### config.mk
export PLATFORM = sky130hd
export DESIGN_NAME = floor_request_encoder
export DESIGN_NICKNAME = d
export VERILOG_FILES = /design/src/rtl/floor_request_encoder.sv
export SDC_FILE = /design/constraint.sdc
export NUM_CORES = 1
export LEC_CHECK = 0
export BUFFER_PORTS_ARGS = -buffer_cell sky130_fd_sc_hd__buf_2
export CAP_MARGIN = 20
export CORE_MARGIN = 3
export CORE_UTILIZATION = 58
export CTS_CLUSTER_DIAMETER = 30
export DETAILED_ROUTE_END_ITERATION = 8
export GPL_TIMING_DRIVEN = 0
export PLACE_DENSITY = 0.94
export SYNTH_ARGS = -nofsm -noshare
export SYNTH_HDL_FRONTEND = slang
export SYNTH_SLANG_ARGS = --single-unit
export TNS_END_PERCENT = 10
### constraint.sdc
create_clock -name clk -period 5 [get_ports clk]
set_input_delay 0.5 -clock clk [delete_from_list [all_inputs] [get_ports clk]]
set_output_delay 0.5 -clock clk [all_outputs]
set_load 0.02 [all_outputs]
### src/rtl/floor_request_encoder.sv
// Purpose: latches floor calls and runs a SCAN elevator policy with a door-dwell timer.
// Latency: a call is visible on pending one cycle later; commands are Moore outputs of the registered state.
// Backpressure: none; calls are always accepted, except a call to the current floor while the door is open.
module floor_request_encoder #(
    parameter int FLOOR_W     = 3,
    parameter int FLOORS      = 8,
    parameter int DOOR_CYCLES = 4
) (
    input  logic               clk,
    input  logic               reset,
    input  logic [FLOORS-1:0]  call_in,
    input  logic [FLOOR_W-1:0] cur_floor,
    input  logic               arrive,
    output logic [FLOORS-1:0]  pending,
    output logic [FLOOR_W-1:0] target_floor,
    output logic               target_valid,
    output logic               move_up,
    output logic               move_down,
    output logic               door_open
);

    localparam int CNT_W = (DOOR_CYCLES > 1) ? $clog2(DOOR_CYCLES) : 1;
    localparam logic [CNT_W-1:0] DOOR_LOAD = CNT_W'(DOOR_CYCLES - 1);

    typedef enum logic [1:0] {
        S_IDLE,
        S_UP,
        S_DOWN,
        S_DOOR
    } state_t;

    state_t             state;
    state_t             state_nxt;
    logic               dir_up;
    logic               dir_up_nxt;
    logic [CNT_W-1:0]   door_cnt;
    logic [CNT_W-1:0]   door_cnt_nxt;

    logic               above;
    logic               below;
    logic               here;
    logic [FLOOR_W-1:0] up_tgt;
    logic [FLOOR_W-1:0] dn_tgt;
    logic [FLOORS-1:0]  here_mask;
    logic [FLOORS-1:0]  call_acc;
    logic [FLOORS-1:0]  clear_mask;
    logic               door_entry;

    assign here_mask = FLOORS'(1) << cur_floor;
    assign here      = |(pending & here_mask);

    // Scan pending for requests above/below the car; nearest one in each direction becomes the target.
    always_comb begin
        above  = 1'b0;
        below  = 1'b0;
        up_tgt = '0;
        dn_tgt = '0;
        // Descending scan: last hit is the lowest floor above the car.
        for (int i = FLOORS - 1; i >= 0; i--) begin
            if (pending[i] && (i > int'(cur_floor))) begin
                above  = 1'b1;
                up_tgt = FLOOR_W'(i);
            end
        end
        // Ascending scan: last hit is the highest floor below the car.
        for (int i = 0; i < FLOORS; i++) begin
            if (pending[i] && (i < int'(cur_floor))) begin
                below  = 1'b1;
                dn_tgt = FLOOR_W'(i);
            end
        end
    end

    // SCAN next-state: stop on arrival at a requested floor, otherwise keep heading while work remains that way.
    always_comb begin
        state_nxt    = state;
        dir_up_nxt   = dir_up;
        door_cnt_nxt = door_cnt;
        case (state)
            S_IDLE: begin
                // Upward preference when requests exist on both sides.
                if (here) begin
                    state_nxt = S_DOOR;
                end else if (above) begin
                    state_nxt = S_UP;
                end else if (below) begin
                    state_nxt = S_DOWN;
                end
            end
            S_UP: begin
                if (arrive && here) begin
                    state_nxt  = S_DOOR;
                    dir_up_nxt = 1'b1;
                end else if (!above) begin
                    state_nxt = below ? S_DOWN : S_IDLE;
                end
            end
            S_DOWN: begin
                if (arrive && here) begin
                    state_nxt  = S_DOOR;
                    dir_up_nxt = 1'b0;
                end else if (!below) begin
                    state_nxt = above ? S_UP : S_IDLE;
                end
            end
            S_DOOR: begin
                if (door_cnt == '0) begin
                    if (dir_up) begin
                        state_nxt = above ? S_UP : (below ? S_DOWN : S_IDLE);
                    end else begin
                        state_nxt = below ? S_DOWN : (above ? S_UP : S_IDLE);
                    end
                end else begin
                    door_cnt_nxt = door_cnt - CNT_W'(1);
                end
            end
            default: state_nxt = S_IDLE;
        endcase
        if ((state_nxt == S_DOOR) && (state != S_DOOR)) begin
            door_cnt_nxt = DOOR_LOAD;
        end
    end

    // Request latch inputs: the served floor is cleared on door entry and ignored while the door is open.
    always_comb begin
        door_entry = (state_nxt == S_DOOR) && (state != S_DOOR);
        call_acc   = call_in;
        if (state == S_DOOR) begin
            call_acc = call_in & ~here_mask;
        end
        clear_mask = door_entry ? here_mask : '0;
    end

    // State, direction, dwell counter and request registers.
    always_ff @(posedge clk or posedge reset) begin
        if (reset) begin
            state    <= S_IDLE;
            dir_up   <= 1'b1;
            door_cnt <= '0;
            pending  <= '0;
        end else begin
            state    <= state_nxt;
            dir_up   <= dir_up_nxt;
            door_cnt <= door_cnt_nxt;
            pending  <= (pending | call_acc) & ~clear_mask;
        end
    end

    // Moore command decode; target only meaningful while moving toward an existing request.
    always_comb begin
        move_up      = (state == S_UP);
        move_down    = (state == S_DOWN);
        door_open    = (state == S_DOOR);
        target_floor = '0;
        target_valid = 1'b0;
        if ((state == S_UP) && above) begin
            target_floor = up_tgt;
            target_valid = 1'b1;
        end else if ((state == S_DOWN) && below) begin
            target_floor = dn_tgt;
            target_valid = 1'b1;
        end
    end

endmodule

# Yosys cells after proc, flatten, opt, wreduce, memory -nomap -nowiden
# Cells that the tools add are included.
dict set report op_classes {
  addsub 1
  order_cmp 14
  eq_ne 8
  shift 1
  n_mux 53
  bitwise_logic 6
  n_reduce_logical 25
}
# operator count
set op_table {}
lappend op_table {{two-way mux 3 bit} 14}
lappend op_table {{two-way mux 2 bit} 15}
lappend op_table {{AND 8 bit} 3}
lappend op_table {{two-way mux 1 bit} 20}
lappend op_table {{logical AND 1 bit} 18}
lappend op_table {{two-way mux 8 bit} 2}
lappend op_table {{inverter 8 bit} 2}
lappend op_table {{greater-than comparator 3 bit (first input constant)} 4}
lappend op_table {{less-than comparator 3 bit (first input constant)} 3}
lappend op_table {{bitwise OR 8 bit} 1}
lappend op_table {{one-hot mux 2 bit (4 select lines)} 1}
lappend op_table {{OR reduction 8 bit} 1}
lappend op_table {{left shift 1 x 3 -> 8 bit (first input constant)} 1}
lappend op_table {{== test 2 bit (second input constant)} 3}
lappend op_table {{greater-than comparator 2 x 3 -> 1 bit (first input constant)} 2}
lappend op_table {{less-than comparator 1 x 3 -> 1 bit (first input constant)} 2}
lappend op_table {{less-than comparator 2 x 3 -> 1 bit (first input constant)} 2}
lappend op_table {{logical NOT 2 bit} 2}
lappend op_table {{!= test 2 x 1 -> 1 bit (second input constant)} 2}
lappend op_table {{!= test 2 bit (second input constant)} 2}
lappend op_table {{nonzero test 2 bit} 2}
lappend op_table {{greater-than comparator 1 x 3 -> 1 bit (first input constant)} 1}
lappend op_table {{AND reduction 3 bit} 1}
lappend op_table {{== test 2 x 1 -> 1 bit (second input constant)} 1}
lappend op_table {{other kinds (3)} 3}
dict set report totals {
  ff_bits 13
  input_bits 14
  output_inout_bits 15
}

# Longest topological paths before layout
dict set report depth {
  ltp_word 19
  ltp_mapped 10
  mapped_depth_nobuf 9
}

# Worst setup path before layout
# No wires, ideal clock.
dict set report synth_timing {
  path_type {register to output}
  startpoint {register pending[1]}
  endpoint {output port target_floor[1]}
  t_arrival_ns 1.928
  slack_ns 2.572
  stages_incl_launch_ff 6
  cell_sequence {dfrtp_1 nor2b_1 o21ai_0 nand4_2 and2_1 o31ai_1}
}
dict set report synth_between {
  elab_chain_len 10
}
# element line
set synth_rtl {}
lappend synth_rtl {{from (decl)} 14} ;# output logic [FLOORS-1:0] pending,
lappend synth_rtl {{from (signal assigned)} 145} ;# pending <= (pending | call_acc) & ~clear_mask;
lappend synth_rtl {{logical AND 1 bit} 67} ;# if (pending[i] && (i < int'(cur_floor))) begin
lappend synth_rtl {{two-way mux 1 bit (6 in a row)} 67}
lappend synth_rtl {{logical AND 1 bit} 159} ;# end else if ((state == S_DOWN) && below) begin
lappend synth_rtl {{two-way mux 3 bit} 159}
lappend synth_rtl {{two-way mux 3 bit *} 156} ;# if ((state == S_UP) && above) begin
lappend synth_rtl {{to (decl)} 15} ;# output logic [FLOOR_W-1:0] target_floor,
# Every way passes the cells marked *; elsewhere a longest branch is shown, timed or not.

# Final worst setup path
# Same ends and word-level chain as after synthesis.

==> impl_metrics.csv <==
group,metric,value,unit
synth,yosys.area.top_type_share,22.7,%
die,die_w,53.7,um
pwr,leakagePower,0.000684,uW
global_route,use_met3,1.66,%
global_route,gr-usage-met1,35.5,%
sta,layout_setup_ws,2.21,ns
synth,avgSynthCellArea,8.10,um^2
sta,final-hold-violation-count,0,
pwr,power_density,543,nW/um^2
global_route,busiest_layer,"met2",
sta,fin_skew,0.00284,ns
clock_network,cts_tree,"built",
worst_hold_path,min-delay-path-class,"in2async",
sta,setup_viol,0,
sta,clock.fmax,359,MHz
setup_path,crit_path_max_fanout,8,
setup_path,crit_type,"reg2out",
clock_network,clk_pin_slew,0.08,ns
synth,synthArstFlopShare,100,%
route,finalWirelength,3.46,mm
clock_network,h-tree-depth,1,
global_route,grt_pass1_wl,5.86,mm
pwr,peakVddDrop,0.392,mV
layout,fin_nets,214,
route,dr.first_iter.drc_count,52,
route,vias,1403,
synth,synth_warnings,0,
placed_design,port_buffers,27,
setup_path,cp.arrival,2.29,ns
route,drc_errors,0,
route,viasPerCell,6.35,
job,drv_cap,0,
sta,maxSlewViolCount,0,
sta,holdWs,0.230,ns
clock_network,cts_resized,0,
die,core_area,2060,um^2
sta,relSlewSlack,66.8,%
setup_path,setup.worst_path.end_class,"output pin",
global_route,grt_use_total,27.2,%
pwr,finalPower,822,uW
die,ios,29,
layout,layout_commonest_cell,"buf_2",
die,start_util,64.0,%
global_route,grt_pass1_vias,1323,
clock_network,clockBufferDepth,2,
placed_design,place.gp.congestion,0.988,
clock_network,cts_setup_buffers,0,
setup_path,cpPeakStageDelay,0.46,ns
sta,setup_tns,0,ns
layout,finalNonFillerCells,221,
global_route,grt_antenna_before_repair,0,
route,ant_nets,0,
die,fp.dieH,53.7,um
synth,synthTopCellsByArea,"dfrtp_1 (23%), a21oi_1 (4.9%), o21ai_0 (4.9%)",
global_route,overflow,0,
synth,synth_cell_types,54,
global_route,grtUsageMet2,47.2,%
layout,diodes,0,
placed_design,pre_cts_ws,2.38,ns
clock_network,cts_buffers,3,
layout,layout_common_cells,"buf_2 (29), nand2_1 (17), o21ai_0 (13), a21oi_1 (13)",
synth,netlist_area,1320,um^2
route,firstDrtPassIters,4,
synth,yosysTopAreaCell,"dfrtp_1",
placed_design,placed_cells,217,
setup_path,startpoint_type,"flop",
sta,finalCriticalPeriod,2.79,ns
synth,syn_nets,182,
layout,layout-drive-gt1-share,27.3,%
synth,synth_flop_cell,"dfrtp_1",
sta,finalCritPeriodShare,55.7,%
placed_design,hpwl,2.73,mm
synth,ys_seq_area_share,24.7,%
clock_network,ctsHoldBuffers,0,
layout,syn_to_final_growth,14.8,%
synth,postSynthCellCount,163,
run_status,status,"finished, final reports clean",
global_route,grt_max_degree,14,
sta,tightest_slew,0.493,ns
clock_network,insertion_delay,0.28,ns
synth,ys_ff_latch,13,
setup_path,cp_slowest_cell,"dfrtp_1",
clock_network,clock-sinks,13,
die,std_cell_rows,16,
setup_path,required,4.50,ns
sta,rsz0062_at_grt,"no",
route,wl_per_cell,15.7,um
synth,synth_edf_count,0,
setup_path,crit_chain,"nor2b_1, o21ai_0, nand4_2, and2_1, o31ai_1, buf_2",
die,dieArea,2880,um^2
clock_network,root_buffer,"clkbuf_4",
==> registers in the layout, indices dropped and copies added (netlist names) <==
signal,count
pending,8
state,2
door_cnt,2
dir_up,1
==> final cells by class <==
type                       instances  area (um^2)
buffer                             7         58.8
clock buffer                       4         26.3
fill                             166          547
inverter                          12         45.0
multi-input combinational        131          890
sequential                        13          327
tap                               27         33.8
timing repair buffer              27          135
==> synthesized netlist by cell type, drive strengths merged, types with 2 or more instances <==
| library cell | number |
|---|---|
| buf | 6 |
| a211o | 3 |
| nand4b | 3 |
| dfrtp | 12 |
| nand3 | 5 |
| inv | 12 |
| nor2b | 3 |
| a31oi | 7 |
| nand2 | 18 |
| nor2 | 14 |
| o21ai | 17 |
| mux2i | 4 |
| nand2b | 4 |
| a22oi | 2 |
| nor3 | 5 |
| ha | 5 |
| o22ai | 3 |
| o31ai | 3 |
| a22o | 2 |
| a21oi | 13 |
==> critical path, delay by kind of cell, from the launching register on <==
family                 cells  cell delay (ns)
AO/OA/AOI/OAI              2             0.67
flip-flops                 1             0.46
AND/OR/NAND/NOR            3             0.67
buffers and inverters      1             0.21
==> per-stage QoR <==
stage / util [%] / area, um^2
after global placement: 72.2 / 1490
after floorplan: - / 1320
after global routing: 73.5 / 1520
final: 73.5 / 1520
after CTS: 73.5 / 1520
after detailed placement: 72.2 / 1490
==> power breakdown <==
group	leakage (uW)	switching (uW)	internal (uW)
Sequential	0.000128	49.2	145
Clock	0.0000150	33.5	31.0
Combinational	0.000541	340	224
Total	0.000684	422	400
==> final timing paths <==
kind / start / to / slack, ns / cells after the start
min reg2reg: door_cnt[1] / door_cnt[1] / 0.50 / 1
min: reset / pending[4] / 0.23 / 2
max: pending[1] / target_floor[1] / 2.21 / 6
min in group clk: call_in[3] / pending[3] / 0.45 / 2
max in group asynchronous: reset / dir_up / 4.42 / 2
max reg2reg: pending[4] / door_cnt[1] / 2.60 / 8
==> cells by family after synthesis <==
family / after synthesis / share of synthesized area, %
compound gates: 62 / 33.3
simple gates: 59 / 25.7
buf+inv: 19 / 7.87
flops: 13 / 24.7
fa+ha+maj: 5 / 4.74
mux: 4 / 3.03
xor+xnor: 1 / 0.664
==> routing by layer <==
metal,up-vias,part of all wire [%]
li1,662,-
met1,669,42
met2,66,49
met3,6,7.3
met4,0,1.2
met5,-,0
(Power assumes the default switching activity.)
